`config.mk`:
```
export PLATFORM = sky130hd
export DESIGN_NAME = jk_reg_writer
export DESIGN_NICKNAME = d
export VERILOG_FILES = /design/src/rtl/jk_reg_writer.sv
export SDC_FILE = /design/constraint.sdc
export NUM_CORES = 1
export LEC_CHECK = 0
export BUFFER_PORTS_ARGS = -buffer_cell sky130_fd_sc_hd__buf_2
export CAP_MARGIN = 20
export CORE_UTILIZATION = 55
export CTS_CLUSTER_SIZE = 20
export DETAILED_ROUTE_END_ITERATION = 8
export PLACE_DENSITY = 0.81
export SETUP_SLACK_MARGIN = 0.2
export SLEW_MARGIN = 20
export SYNTH_ARGS = -nofsm -noshare
export SYNTH_HDL_FRONTEND = slang
export SYNTH_SLANG_ARGS = --single-unit
```
`constraint.sdc`:
```
create_clock -name clk -period 2.55 [get_ports clk]
set_clock_uncertainty 0.15 [all_clocks]
set_input_delay 0.1275 -clock clk [delete_from_list [all_inputs] [get_ports clk]]
set_output_delay 0.1275 -clock clk [all_outputs]
set_load 0.01 [all_outputs]
```
`src/rtl/jk_reg_writer.sv`:
```
// Drives J/K for an external JK bank from write requests, verifies Q and re-drives as an absolute load on mismatch.
// 2 cycles accept-to-done, +2 per retry; wr_req is ignored while busy (no queueing).
module jk_reg_writer #(
    parameter int WIDTH     = 8,
    parameter int MAX_RETRY = 3
) (
    input  logic             clk,
    input  logic             _reset,
    input  logic             wr_req,
    input  logic [1:0]       wr_op,
    input  logic [WIDTH-1:0] wr_data,
    input  logic [WIDTH-1:0] q_in,
    output logic [WIDTH-1:0] j,
    output logic [WIDTH-1:0] k,
    output logic             busy,
    output logic             done,
    output logic             err,
    output logic [WIDTH-1:0] err_bits
);
    localparam int CW = (MAX_RETRY > 0) ? $clog2(MAX_RETRY + 1) : 1;

    typedef enum logic [1:0] {IDLE, DRIVE, VERIFY} state_t;

    localparam logic [1:0] OP_LOAD  = 2'd0;
    localparam logic [1:0] OP_SET   = 2'd1;
    localparam logic [1:0] OP_CLEAR = 2'd2;

    state_t           state_q, state_d;
    logic [WIDTH-1:0] exp_q, exp_d;
    logic [CW-1:0]    retry_q, retry_d;
    logic [WIDTH-1:0] j_q, j_d, k_q, k_d;
    logic             done_q, done_d, err_q, err_d;
    logic [WIDTH-1:0] err_bits_q, err_bits_d;

    always_ff @(posedge clk or negedge _reset) begin
        if (!_reset) begin
            state_q    <= IDLE;
            exp_q      <= '0;
            retry_q    <= '0;
            j_q        <= '0;
            k_q        <= '0;
            done_q     <= 1'b0;
            err_q      <= 1'b0;
            err_bits_q <= '0;
        end else begin
            state_q    <= state_d;
            exp_q      <= exp_d;
            retry_q    <= retry_d;
            j_q        <= j_d;
            k_q        <= k_d;
            done_q     <= done_d;
            err_q      <= err_d;
            err_bits_q <= err_bits_d;
        end
    end

    always_comb begin
        state_d    = state_q;
        exp_d      = exp_q;
        retry_d    = retry_q;
        j_d        = '0;
        k_d        = '0;
        done_d     = 1'b0;
        err_d      = 1'b0;
        err_bits_d = err_bits_q;
        case (state_q)
            IDLE: begin
                if (wr_req) begin
                    state_d    = DRIVE;
                    retry_d    = '0;
                    err_bits_d = '0;
                    // expected result is taken from the bank snapshot at accept
                    case (wr_op)
                        OP_LOAD: begin
                            exp_d = wr_data;
                            j_d   = wr_data;
                            k_d   = ~wr_data;
                        end
                        OP_SET: begin
                            exp_d = q_in | wr_data;
                            j_d   = wr_data;
                        end
                        OP_CLEAR: begin
                            exp_d = q_in & ~wr_data;
                            k_d   = wr_data;
                        end
                        default: begin
                            exp_d = q_in ^ wr_data;
                            j_d   = wr_data;
                            k_d   = wr_data;
                        end
                    endcase
                end
            end
            DRIVE: begin
                state_d = VERIFY;
            end
            VERIFY: begin
                if (q_in == exp_q) begin
                    done_d  = 1'b1;
                    state_d = IDLE;
                end else if (retry_q < CW'(MAX_RETRY)) begin
                    retry_d = retry_q + CW'(1);
                    j_d     = exp_q;
                    k_d     = ~exp_q;
                    state_d = DRIVE;
                end else begin
                    err_d      = 1'b1;
                    err_bits_d = exp_q ^ q_in;
                    state_d    = IDLE;
                end
            end
            default: begin
                state_d = IDLE;
            end
        endcase
    end

    assign j        = j_q;
    assign k        = k_q;
    assign busy     = (state_q != IDLE);
    assign done     = done_q;
    assign err      = err_q;
    assign err_bits = err_bits_q;
endmodule
```
After elaboration in Yosys (flattened, before gate mapping)

Cells that the tools add are included.

Bits in registers: 38
Input bits: 21
Logic and storage cells: 60
Output and inout port bits: 27

Add/subtract/negate cells: 1
Mux-type cells: 28
Bitwise operators: 6
Equal/unequal tests: 9
Reductions and logical operators: 7
Order comparisons: 1

Operators by type and width:

| kind                | count |
|---|---|
| $mux 8              | 10 |
| $pmux 8 s2          | 4 |
| $pmux 8 s3          | 1 |
| $not 8->8           | 2 |
| $xor 8x8->8         | 2 |
| $and 8x8->8         | 1 |
| $eq 8x8->1          | 1 |
| $mux 2              | 4 |
| $ne 2x2->1 const B  | 4 |
| $or 8x8->8          | 1 |
| $reduce_and 4->1    | 2 |
| $mux 1              | 7 |
| $pmux 2 s3          | 1 |
| $eq 2x1->1 const B  | 2 |
| $eq 2x2->1 const B  | 2 |
| $logic_not 2->1     | 2 |
| $pmux 2 s2          | 1 |
| $reduce_bool 2->1   | 2 |
| $add 2x1->2 const B | 1 |
| $lt 2x2->1 const B  | 1 |
| $reduce_and 2->1    | 1 |

Depth between registers and ports, before layout

Gate-level depths: netlist of run 1.

Depth after elaboration: 4
Gate-level depth with buffers: 6
Depth with buffers taken out: 5

Worst setup path after synthesis of run 1

No wires, ideal clock.

Path kind: register to register
From: register exp_q[6]
To: register j_q[0] (netlist: j[0])
Period minus slack after synthesis: 1.606 ns
Setup slack: 0.944 ns
Arrival time: 1.335 ns
Path buffers: 0
Cell stages (with the launch flop): 5
Setup time: 0.121 ns
Required time: 2.279 ns
Path through: dfrtp_1 > xnor2_2 > nand4_4 > o31a_1 > a22o_1

Word-level cells in the longest chain between the ends: 3

RTL lines:

| element                | RTL line | RTL |
|---|---|---|
| from (decl)            | 29       | `logic [WIDTH-1:0] exp_q, exp_d;` |
| from (signal assigned) | 47       | `exp_q <= exp_d;` |
| $eq 8x8->1             | 99       | `if (q_in == exp_q) begin` |
| $mux 8                 | 99       |  |
| $pmux 8 s2             | 66       | `case (state_q)` |
| via j_d[0]             | 31       | `logic [WIDTH-1:0] j_q, j_d, k_q, k_d;` |
| to (signal assigned)   | 49       | `j_q <= j_d;` |
| to (decl)              | 31       |  |

The timed path passes the listed nets, and every way through them passes these cells.
A chain may end at the register's enable or synchronous reset.

Final worst setup path of run 1

From: register exp_q[7]
To: register err_bits_q[6] (netlist: err_bits[6])

Word-level cells in the longest chain between the ends: 3

RTL lines:

| element                           | RTL line | RTL |
|---|---|---|
| $eq 8x8->1                        | 99       |  |
| $ne 2x2->1 (no source line)       | -        |  |
| $reduce_and 4->1 (no source line) | -        |  |
| to (signal assigned)              | 53       | `err_bits_q <= err_bits_d;` |
| to (decl)                         | 33       | `logic [WIDTH-1:0] err_bits_q, err_bits_d;` |

Every way passes these cells.

==> flow_summary_export.csv, run 1 <==
group,metric,value,unit
sta,drv_slew,0,
pwr,power_density,895.4,mW/mm2
clocking,cts_tree,"built",
sta,setup_ws,0.6865,ns
detailed_routing,num_vias,1661,
sta,worst_pin_slew,0.8052,ns
detailed_routing,drc,0,
sta,timing.setup.tns,0,ns
detailed_routing,drt_iter0_drc,63,
place,placed_area,0.002399,mm2
synthesis,synthCells,205,
synthesis,yosys.area.top_type,"dfrtp_1",
final_layout,antenna_cells,0,
pwr,p_seq_share,40.6,%
final_layout,multiInputGateArea,0.001070,mm2
clocking,cts_repair_resize_count,0,
place,port_buffers,47,
pwr,pwr-share-clk,21.8,%
sta,timing.hold.ws,0.008436,ns
pwr,swShare,37.12,%
sta,fin_crit_sh,73.08,%
synthesis,synthSimpleGateAreaFrac,9.267,%
synthesis,ys_seq_area_share,44.57,%
synthesis,yosys-top-cells-area,"dfrtp_1 (45%), ha_1 (10%), xnor2_2 (4.6%)",
sta,finalHoldViolations,0,
critical_path,worstPathMaxFanout,8,
detailed_routing,antenna_left,0,
final_layout,fin_cells,306,
pwr,p_switching,0.8533,mW
final_layout,syn_to_final_growth,20.35,%
place,dpl.cell_count,292,
synthesis,async_flop_share,100.0,%
floorplan,die_height,64.28,um
detailed_routing,vias_per_cell,5.428,
synthesis,synthAdderAreaFrac,9.971,%
final_layout,seq_area,950.9,um2
run,cap_violations,0,
sta,timing.fmax,0.5366,GHz
global_route,grt_pass1_vias,1585,
sta,slew_headroom,46.32,%
floorplan,die_w,64.28,um
synthesis,synth-edff-count,0,
global_route,antenna_found_initial,0,
pwr,p_leak,1.349,nW
synthesis,synth_compound_area_share,19.88,%
synthesis,synthMuxAreaShare,5.630,%
clocking,cts_num_sinks,38,
global_route,grt_max_degree,39,
final_layout,fin_area,0.002567,mm2
place,dp_slack,0.7046,ns
synthesis,yosysUniqueCellTypes,28,
floorplan,die-area,0.004132,mm2
sta,period_minus_slack,1.864,ns
final_layout,drive_gt1_share,29.84,%
critical_path,startpoint_type,"flop",
global_route,grt_overflow_total,0,
final_layout,num-nets-final,295,
critical_path,cp_data_arrival_time,1.93,ns
clocking,clk_root_buffer_cell,"clkbuf_8",
clocking,cts.clk_slew.worst_paths,0.08,ns
place,gp_congestion,0.9144,
pwr,peakVddDrop,0.0004460,V
clocking,clockBufferDepth,2,
synthesis,synthMostInstantiatedCell,"dfrtp_1",
global_route,grt_pass1_wl,7728,um
critical_path,crit_required,2.61,ns
synthesis,synth_area,0.002133,mm2
place,dp_hpwl,3188,um
detailed_routing,avgRoutedWirePerCell,14.84,um
clocking,clk-insertion-delay-late,0.29,ns
run_status,status,"complete, no violations",
min_path,hp-class,"primary input to flop",
final_layout,final_core_util,69.61,%
detailed_routing,drt-pass1-iter-count,4,
critical_path,end_kind,"flop",
synthesis,synth_top_area_share,44.57,%
floorplan,start_util,57.84,%
synthesis,avgSynthCellArea,10.41,um2
floorplan,rows,22,
clocking,htree_levels,2,
sta,rsz0062_at_grt,"no",
synthesis,synthXorXnorAreaFrac,5.396,%
final_layout,fillers,283,
synthesis,syn_nets,243,
pwr,p_int,1.446,mW
pwr,power_frac_comb,37.6,%
critical_path,critical_path_class,"flop to flop",
synthesis,ys_top_cells_by_count,"dfrtp_1 (38), nor2_1 (20), inv_1 (18)",
synthesis,synth_top_family_by_area,"compound AO/OA/AOI/OAI gates",
floorplan,io_pins,48,
sta,finalSetupViolations,0,
synthesis,synth_warnings,0,
clocking,cts_setup_buffers,0,
detailed_routing,totalWireLength,4540,um
clocking,cts_made_buffers,5,
floorplan,core,0.003689,mm2
synthesis,ys.flop_type,"dfrtp_1",
pwr,finalPower,2.299,mW
synthesis,ys_ff_latch,38,
global_route,grtUsageTotal,24.89,%
## critical path, stage by stage, from the launching register on
cell and delay [ns]:
dfrtp_1 0.45, xnor2_1 0.28, nand2_2 0.16, o41ai_4 0.57, o2bb2ai_1 0.17
## cell type report
cell class | instances | share of cell area [%]
inverters | 18 | 2.632
multi-input cells | 139 | 41.67
clock buffers | 5 | 2.680
well taps | 48 | 2.339
repair buffers | 55 | 12.09
clock inverters | 3 | 1.559
flip-flops and latches | 38 | 37.04
## what timing repair did
action / 4_1_cts / 5_1_grt
hold buffers: 6 / 0
setup endpoints to repair: 0 / 0
endpoints found under the hold margin: 43 / 0
## cell usage in the layout, fill, tap and decap left out, drive strengths merged
cell / n
nor2: 20
o2bb2ai: 8
nand2: 16
mux2: 8
nor2b: 2
clkbuf: 5
clkinv: 2
nor4: 1
dfrtp: 38
nor3: 1
a211oi: 8
mux2i: 3
o22ai: 8
a21oi: 17
buf: 49
o31ai: 1
a22o: 8
or2: 1
dlygate4sd3: 6
o31a: 1
ha: 17
bufinv: 1
nand2b: 1
inv: 18
o41ai: 1
nand4: 1
xnor2: 8
o21ai: 8
## worst paths after layout
check	startpoint	to	slack, ns	depth (start not counted)
setup / recovery	exp_q[7]	err_bits[6]	0.69	4
hold / removal	wr_data[4]	j[4]	0.008	2
setup reg to reg	exp_q[7]	err_bits[6]	0.69	4
hold reg to reg	err_bits[6]	err_bits[6]	0.34	1
max in group asynchronous	_reset	j[1]	1.43	2
min in group asynchronous	_reset	k[5]	0.31	2
## routing by layer
layer	vias up	GRT usage, %	wire length (um)
li1	820	-	-
met1	779	34.58	2057
met2	53	38.55	2130
met3	9	5.536	269
met4	0	8.056	82
met5	-	0	0
## power by group through the flow
stage               Clock (mW)  Combinational (mW)  Sequential (mW)
floorplan                    0               0.543            0.970
global placement             0               0.838            0.938
detailed placement           0               0.855            0.943
CTS                      0.503               0.865            0.934
global route             0.529               0.960            0.957
finish                   0.502               0.864            0.934
## flip-flops by register name, summed over array words and instances, names as in the netlist
signal    cells
done          1
err           1
retry_q       2
state_q       2
exp_q         8
err_bits      8
j             8
k             8
## cells by family after synthesis
family                   Yosys count
AND/OR/NAND/NOR                   43
flip-flops                        38
adder cells (fa/ha/maj)           17
buffers and inverters             28
AO/OA/AOI/OAI                     60
multiplexers                      11
XOR/XNOR                           8
No activity file was read; power rests on OpenSTA's default activity.
==> inputs of run 2 (changes only) <==
Settings changed: ABC_AREA from default to 1, CORE_UTILIZATION 55 to 54, PLACE_DENSITY 0.81 to 0.79.
Clock period 2.55 ns to 1.75 ns, I/O delays scaled along.
==> run 2 against run 1 <==
Sequential power increased by 50%. Non-clock buffer count increased by 36. Final area up 23%. Worst hold slack better by 0.053 ns. Power up 110%. Critical endpoint is now k[7]. Highest routed layer unchanged.
==> flow_summary_export.csv, run 2 <==
group,metric,value,unit
pwr,power_frac_comb,51.0,%
floorplan,die_w,66.30,um
detailed_routing,met3RoutedLength,429,um
sta,timing.fmax,0.6134,GHz
synthesis,synth_warnings,0,
clocking,cts_tree,"built",
clocking,cts_made_buffers,5,
floorplan,io_pins,48,
critical_path,ff2ff_path_depth,9,
sta,drv_slew,0,
detailed_routing,vias_per_cell,5.563,
final_layout,fillers,256,
sta,timing.hold.ws,0.06152,ns
floorplan,start_util,56.21,%
pwr,p_int,2.901,mW
pwr,peakVddDrop,0.0009225,V
critical_path,timing.rr.start,"exp_q[5]",
detailed_routing,dr_wl_met2,3120,um
pwr,p_seq_share,29.6,%
synthesis,ys_seq_area_share,42.60,%
synthesis,synth_top_area_share,42.60,%
detailed_routing,routedLengthMet1,2696,um
final_layout,mostFrequentLayoutCells,"nand2_1 (49), buf_2 (46), dfrtp_1 (38), buf_4 (29), inv_1 (20)",
synthesis,synthMostInstantiatedCell,"nand2_1",
global_route,grtUsageTotal,27.20,%
global_route,grt_pass1_vias,1916,
synthesis,avgSynthCellArea,8.618,um2
final_layout,fin_area,0.003168,mm2
floorplan,die-area,0.004395,mm2
critical_path,worstPathMaxFanout,5,
min_path,holdPathEnd,"exp_q[6]",
final_layout,multiInputGateArea,0.001235,mm2
synthesis,ys.flop_type,"dfrtp_1",
pwr,p_leak,1.691,nW
clocking,clk_root_buffer_cell,"clkbuf_8",
critical_path,crit_family,"simple AND/OR/NAND/NOR gates",
sta,rsz0062_at_grt,"yes",
sta,period_minus_slack,1.630,ns
synthesis,synth_area,0.002232,mm2
detailed_routing,drt-pass1-iter-count,5,
sta,finalSetupViolations,0,
synthesis,ys_ff_latch,38,
sta,fin_crit_sh,93.15,%
critical_path,end_kind,"flop",
critical_path,path_cells,"inv_2 -> nand2_2 -> nand2_2 -> nand2_2 -> nor2_4 -> nand2_4 -> nand2_8 -> buf_12 -> o21ai_0",
global_route,grt_pass1_wl,8859,um
critical_path,critPathMostFrequentCell,"nand2_2",
floorplan,core,0.003971,mm2
pwr,swShare,38.83,%
final_layout,antenna_cells,0,
clocking,htree_levels,2,
critical_path,r2r_end,"k[7]",
floorplan,die_height,66.30,um
sta,slew_headroom,68.34,%
detailed_routing,top_layer_used,"met4",
synthesis,yosysUniqueCellTypes,25,
synthesis,async_flop_share,100.0,%
place,dp_hpwl,3577,um
critical_path,crit_required,1.77,ns
global_route,grt_overflow_total,0,
global_route,antenna_found_initial,0,
sta,worst_pin_slew,0.4749,ns
min_path,whs_path_depth,3,
floorplan,rows,23,
min_path,hold_start,"wr_op[1]",
final_layout,drive_gt1_share,42.49,%
synthesis,ys_top_cells_by_count,"nand2_1 (60), dfrtp_1 (38), inv_1 (21)",
critical_path,slowest_stage,"dfrtp_1",
critical_path,worst-path-buf-inv,2,
synthesis,yosys.area.top_type,"dfrtp_1",
clocking,clockBufferDepth,2,
place,gp_congestion,0.7783,
run_status,status,"complete, no violations",
synthesis,synth-edff-count,0,
pwr,finalPower,4.742,mW
detailed_routing,totalWireLength,6364,um
detailed_routing,antenna_left,0,
critical_path,critical_path_class,"flop to flop",
clocking,cts_num_sinks,38,
detailed_routing,drt_iter0_drc,220,
synthesis,yosys-top-cells-area,"dfrtp_1 (43%), nand2_1 (10%), ha_1 (9.5%)",
pwr,p_switching,1.841,mW
final_layout,seq_area,950.9,um2
pwr,power_density,1497,mW/mm2
detailed_routing,num_vias,2242,
sta,timing.setup.tns,0,ns
detailed_routing,drc,0,
place,placed_area,0.002539,mm2
final_layout,syn_to_final_growth,41.93,%
final_layout,final_common_cell,"nand2_1",
min_path,hp-class,"primary input to flop",
clocking,clk-insertion-delay-late,0.30,ns
sta,finalHoldViolations,0,
synthesis,syn_nets,297,
critical_path,cp_data_arrival_time,1.65,ns
pwr,pwr-share-clk,19.5,%
final_layout,num-nets-final,390,
critical_path,regToRegSetupSlack,0.12,ns
synthesis,synthCells,259,
critical_path,slowest_delay,0.45,ns
global_route,grt_max_degree,39,
clocking,cts.clk_slew.worst_paths,0.07,ns
run,cap_violations,0,
detailed_routing,avgRoutedWirePerCell,15.79,um
critical_path,startpoint_type,"flop",
place,port_buffers,47,
run 2: cell count changes in the layout (fill, tap and decap cells not counted), sizes merged, moves of 17 or more:
cell   previous run  this run
nand2            16        69
buf              49        82
o21ai             8        30
inv              18        35
run 2: layout make-up:
class | count | share of cell area [%]
tap | 50 | 1.975
timing repair buffer | 91 | 20.30
inverter | 35 | 4.226
clock buffer | 6 | 2.607
sequential | 38 | 30.02
multi-input combinational | 181 | 38.98
clock inverter | 2 | 1.896
run 2: cell families (layout without fill, tap and decap cells):
group	after synthesis	in the layout	synth area share [%]
simple gates	103	104	24.33
flops	38	38	42.60
fa+ha+maj	17	17	9.529
compound gates	60	60	15.36
buf+inv	41	134	8.184
run 2: power by group through the flow:
stage	logic (mW)	registers, mW	clock network, mW
final	2.42	1.40	0.924
after global routing	2.61	1.43	0.975
after CTS	1.89	1.38	0.933
after detailed placement	1.58	1.40	0
after global placement	1.54	1.39	0
after floorplan	0.982	1.51	0
run 2: how the worst max path moves through the flow:
stage | from | to | slack, ns | cells after the start
floorplan | retry_q[0] | retry_q[0] | 0.35 | 6
global placement | state_q[0] | err_bits[6] | 0.17 | 7
detailed placement | state_q[0] | err_bits[7] | 0.13 | 7
CTS | exp_q[4] | retry_q[0] | 0.20 | 10
global route | exp_q[6] | k[7] | 0.10 | 9
finish | exp_q[5] | k[7] | 0.12 | 9
run 2: through the flow:
stage	worst slack [ns]	cells	utilization, %
6_report	0.1198	403	79.77
4_1_cts	0.2034	386	73.09
3_3_place_gp	0.1720	358	63.93
3_5_place_dp	0.1267	358	63.93
5_1_grt	0.1030	403	79.77
2_1_floorplan	0.3531	259	-
run 2: routing by layer:
layer | vias up | GRT usage (%)
met2 | 111 | 44.26
met4 | 0 | 8.511
met1 | 1064 | 36.24
li1 | 1052 | -
met5 | - | 0
met3 | 15 | 5.345
run 2: repair_timing:
action / in CTS / in global routing
pin swaps: 4 / 11
resized for setup: 3 / 36
cloned: 1 / 0
hold buffers: 9 / 0
endpoints found under the hold margin: 51 / 0
buffers inserted: 10 / 17
endpoints found under the setup margin: 10 / 28
run 2: worst register-to-register path, cell delays in order, from the launching register on:
cell and delay (ns):
dfrtp_1 0.45, inv_2 0.12, nand2_2 0.06, nand2_2 0.08, nand2_2 0.07, nor2_4 0.15
nand2_4 0.11, nand2_8 0.11, buf_12 0.12, o21ai_0 0.08
==> inputs of run 3 (changes only) <==
Settings changed: PLACE_DENSITY 0.79 to 0.88.
==> run 3 against run 2 <==
Sequential share of layout area grew 1.6 points. Sequential cell count is the same. Power shrank 12%. Maximum frequency shrank 0.47%. Sequential power is essentially flat. Non-clock buffer count shrank 7. Die area is the same. Utilization shrank 4.1 points. Wire length grew 0.41%. Largest cell class unchanged. Highest routed layer unchanged.
==> flow_summary_export.csv, run 3 (synthesized netlist as in run 2, its figures left out) <==
group,metric,value,unit
final_layout,num-nets-final,384,
sta,finalHoldViolations,0,
clocking,clk_root_buffer_cell,"clkbuf_8",
critical_path,slowest_stage,"dfrtp_1",
floorplan,die_height,66.30,um
floorplan,io_pins,48,
global_route,grtUsageTotal,27.84,%
clocking,htree_levels,2,
final_layout,seq_area,950.9,um2
critical_path,ff2ff_path_depth,10,
sta,period_minus_slack,1.638,ns
critical_path,critical_path_class,"flop to flop",
place,placed_area,0.002536,mm2
final_layout,drive_gt1_share,39.19,%
place,port_buffers,47,
sta,slew_headroom,68.11,%
pwr,p_switching,1.750,mW
critical_path,cp_data_arrival_time,1.67,ns
pwr,p_leak,1.617,nW
detailed_routing,num_vias,2259,
critical_path,startpoint_type,"flop",
pwr,p_int,2.431,mW
final_layout,mostFrequentLayoutCells,"nand2_1 (47), buf_2 (46), dfrtp_1 (38), buf_4 (23), inv_1 (20)",
critical_path,end_kind,"flop",
final_layout,fin_area,0.003007,mm2
global_route,antenna_found_initial,0,
pwr,p_seq_share,33.5,%
detailed_routing,avgRoutedWirePerCell,16.10,um
place,dpl.cell_count,356,
sta,rsz0062_at_grt,"yes",
critical_path,worstPathMaxFanout,5,
sta,finalSetupViolations,0,
min_path,hp-class,"primary input to flop",
pwr,pwr-share-clk,15.0,%
critical_path,crit_path_end,"retry_q[0]",
sta,timing.fmax,0.6106,GHz
floorplan,core,0.003971,mm2
global_route,grt_max_degree,21,
final_layout,antenna_cells,0,
critical_path,slowest_delay,0.42,ns
final_layout,final_common_cell,"nand2_1",
final_layout,final_core_util,75.71,%
final_layout,syn_to_final_growth,34.70,%
run,cap_violations,0,
pwr,swShare,41.87,%
global_route,grt_pass1_vias,1951,
clocking,clk-insertion-delay-late,0.29,ns
clocking,clockBufferDepth,2,
floorplan,rows,23,
pwr,power_frac_comb,51.5,%
floorplan,start_util,56.21,%
sta,fin_crit_sh,93.59,%
critical_path,path_cells,"inv_2 -> nand2_1 -> nand2_2 -> nand2_2 -> nor2_4 -> nand2_4 -> nand2_8 -> nand2_4 -> nand2_2 -> nand2_2",
detailed_routing,dr_wl_met2,3151,um
detailed_routing,antenna_left,0,
final_layout,multiInputGateArea,0.001187,mm2
detailed_routing,totalWireLength,6390,um
global_route,grt_overflow_total,0,
place,dp_hpwl,3797,um
pwr,peakVddDrop,0.0007342,V
detailed_routing,routedLengthMet1,2444,um
detailed_routing,drt_iter0_drc,140,
clocking,cts_num_sinks,38,
detailed_routing,drc,0,
critical_path,crit_required,1.79,ns
detailed_routing,drt-pass1-iter-count,5,
critical_path,regToRegSetupSlack,0.11,ns
clocking,cts.clk_slew.worst_paths,0.08,ns
run_status,status,"complete, no violations",
detailed_routing,top_layer_used,"met4",
pwr,power_density,1391,mW/mm2
global_route,grt_pass1_wl,8990,um
critical_path,r2r_end,"retry_q[0]",
floorplan,die_w,66.30,um
floorplan,die-area,0.004395,mm2
detailed_routing,met3RoutedLength,621,um
critical_path,timing.rr.start,"exp_q[6]",
clocking,cts_tree,"built",
place,gp_congestion,0.8531,
sta,timing.setup.tns,0,ns
clocking,cts_made_buffers,5,
final_layout,fillers,259,
sta,worst_pin_slew,0.4783,ns
critical_path,critPathMostFrequentCell,"nand2_2",
critical_path,crit_start,"exp_q[6]",
final_layout,fin_cells,397,
sta,drv_slew,0,
detailed_routing,vias_per_cell,5.690,
run 3: cell count changes in the layout (fill, tap and decap cells not counted), moves of 2 or more:
cell | previous run | this run
buf_4 | 29 | 23
bufinv_16 | 2 | 0
nand2_1 | 49 | 47
nand2_4 | 3 | 5
o21ai_0 | 10 | 12
o21ai_2 | 4 | 2
o22ai_1 | 2 | 9
o22ai_2 | 5 | 0
o22ai_4 | 2 | 0
run 3: worst min path at each step:
stage	slack, ns	to	depth (start not counted)	startpoint
floorplan	-0.36	done	0	_reset
global placement	-0.08	k[5]	1	_reset
detailed placement	-0.08	k[5]	1	_reset
CTS	0.09	err_bits[6]	6	q_in[6]
global route	0.13	err_bits[5]	6	q_in[5]
finish	0.10	err_bits[5]	6	q_in[5]
run 3: repair_timing:
action / CTS / global route
setup endpoints to repair: 14 / 29
gates cloned: 2 / 0
setup buffers: 8 / 14
resized for setup: 8 / 20
hold buffers: 9 / 0
hold endpoints to repair: 50 / 0
pin swaps: 5 / 14
run 3: power by group through the flow:
stage	sequential [mW]	clock (mW)	combinational, mW
floorplan	1.51	0	0.982
global placement	1.39	0	1.52
detailed placement	1.40	0	1.56
CTS	1.39	0.638	1.81
global route	1.43	0.674	2.34
finish	1.40	0.627	2.15
run 3: cell type report:
class	count	area share (%)
Clock inverter	1	0.1665
Clock buffer	7	2.871
Tap cell	50	2.081
Inverter	35	4.536
Timing Repair Buffer	84	19.23
Multi-Input combinational cell	182	39.49
Sequential cell	38	31.63
run 3: metal layers:
layer | GRT usage (%) | up-vias
met5 | 0 | -
met4 | 10.11 | 0
met3 | 8.448 | 25
met2 | 46.17 | 147
met1 | 33.92 | 1047
li1 | - | 1040
run 3: through the flow:
stage               total power [mW]  hold slack [ns]  setup WS (ns)
finish                         4.181           0.1039         0.1122
global route                   4.444           0.1271        0.04681
CTS                            3.837          0.09226         0.1993
detailed placement             2.964         -0.08363         0.1296
global placement               2.915         -0.08390         0.1666
floorplan                      2.488          -0.3581         0.3531
run 3: critical path, delay by kind of cell, from the launching register on:
family / cells / cell delay [ns]
and+or+nand+nor: 9 / 0.87
buffers and inverters: 1 / 0.09
DFF: 1 / 0.42
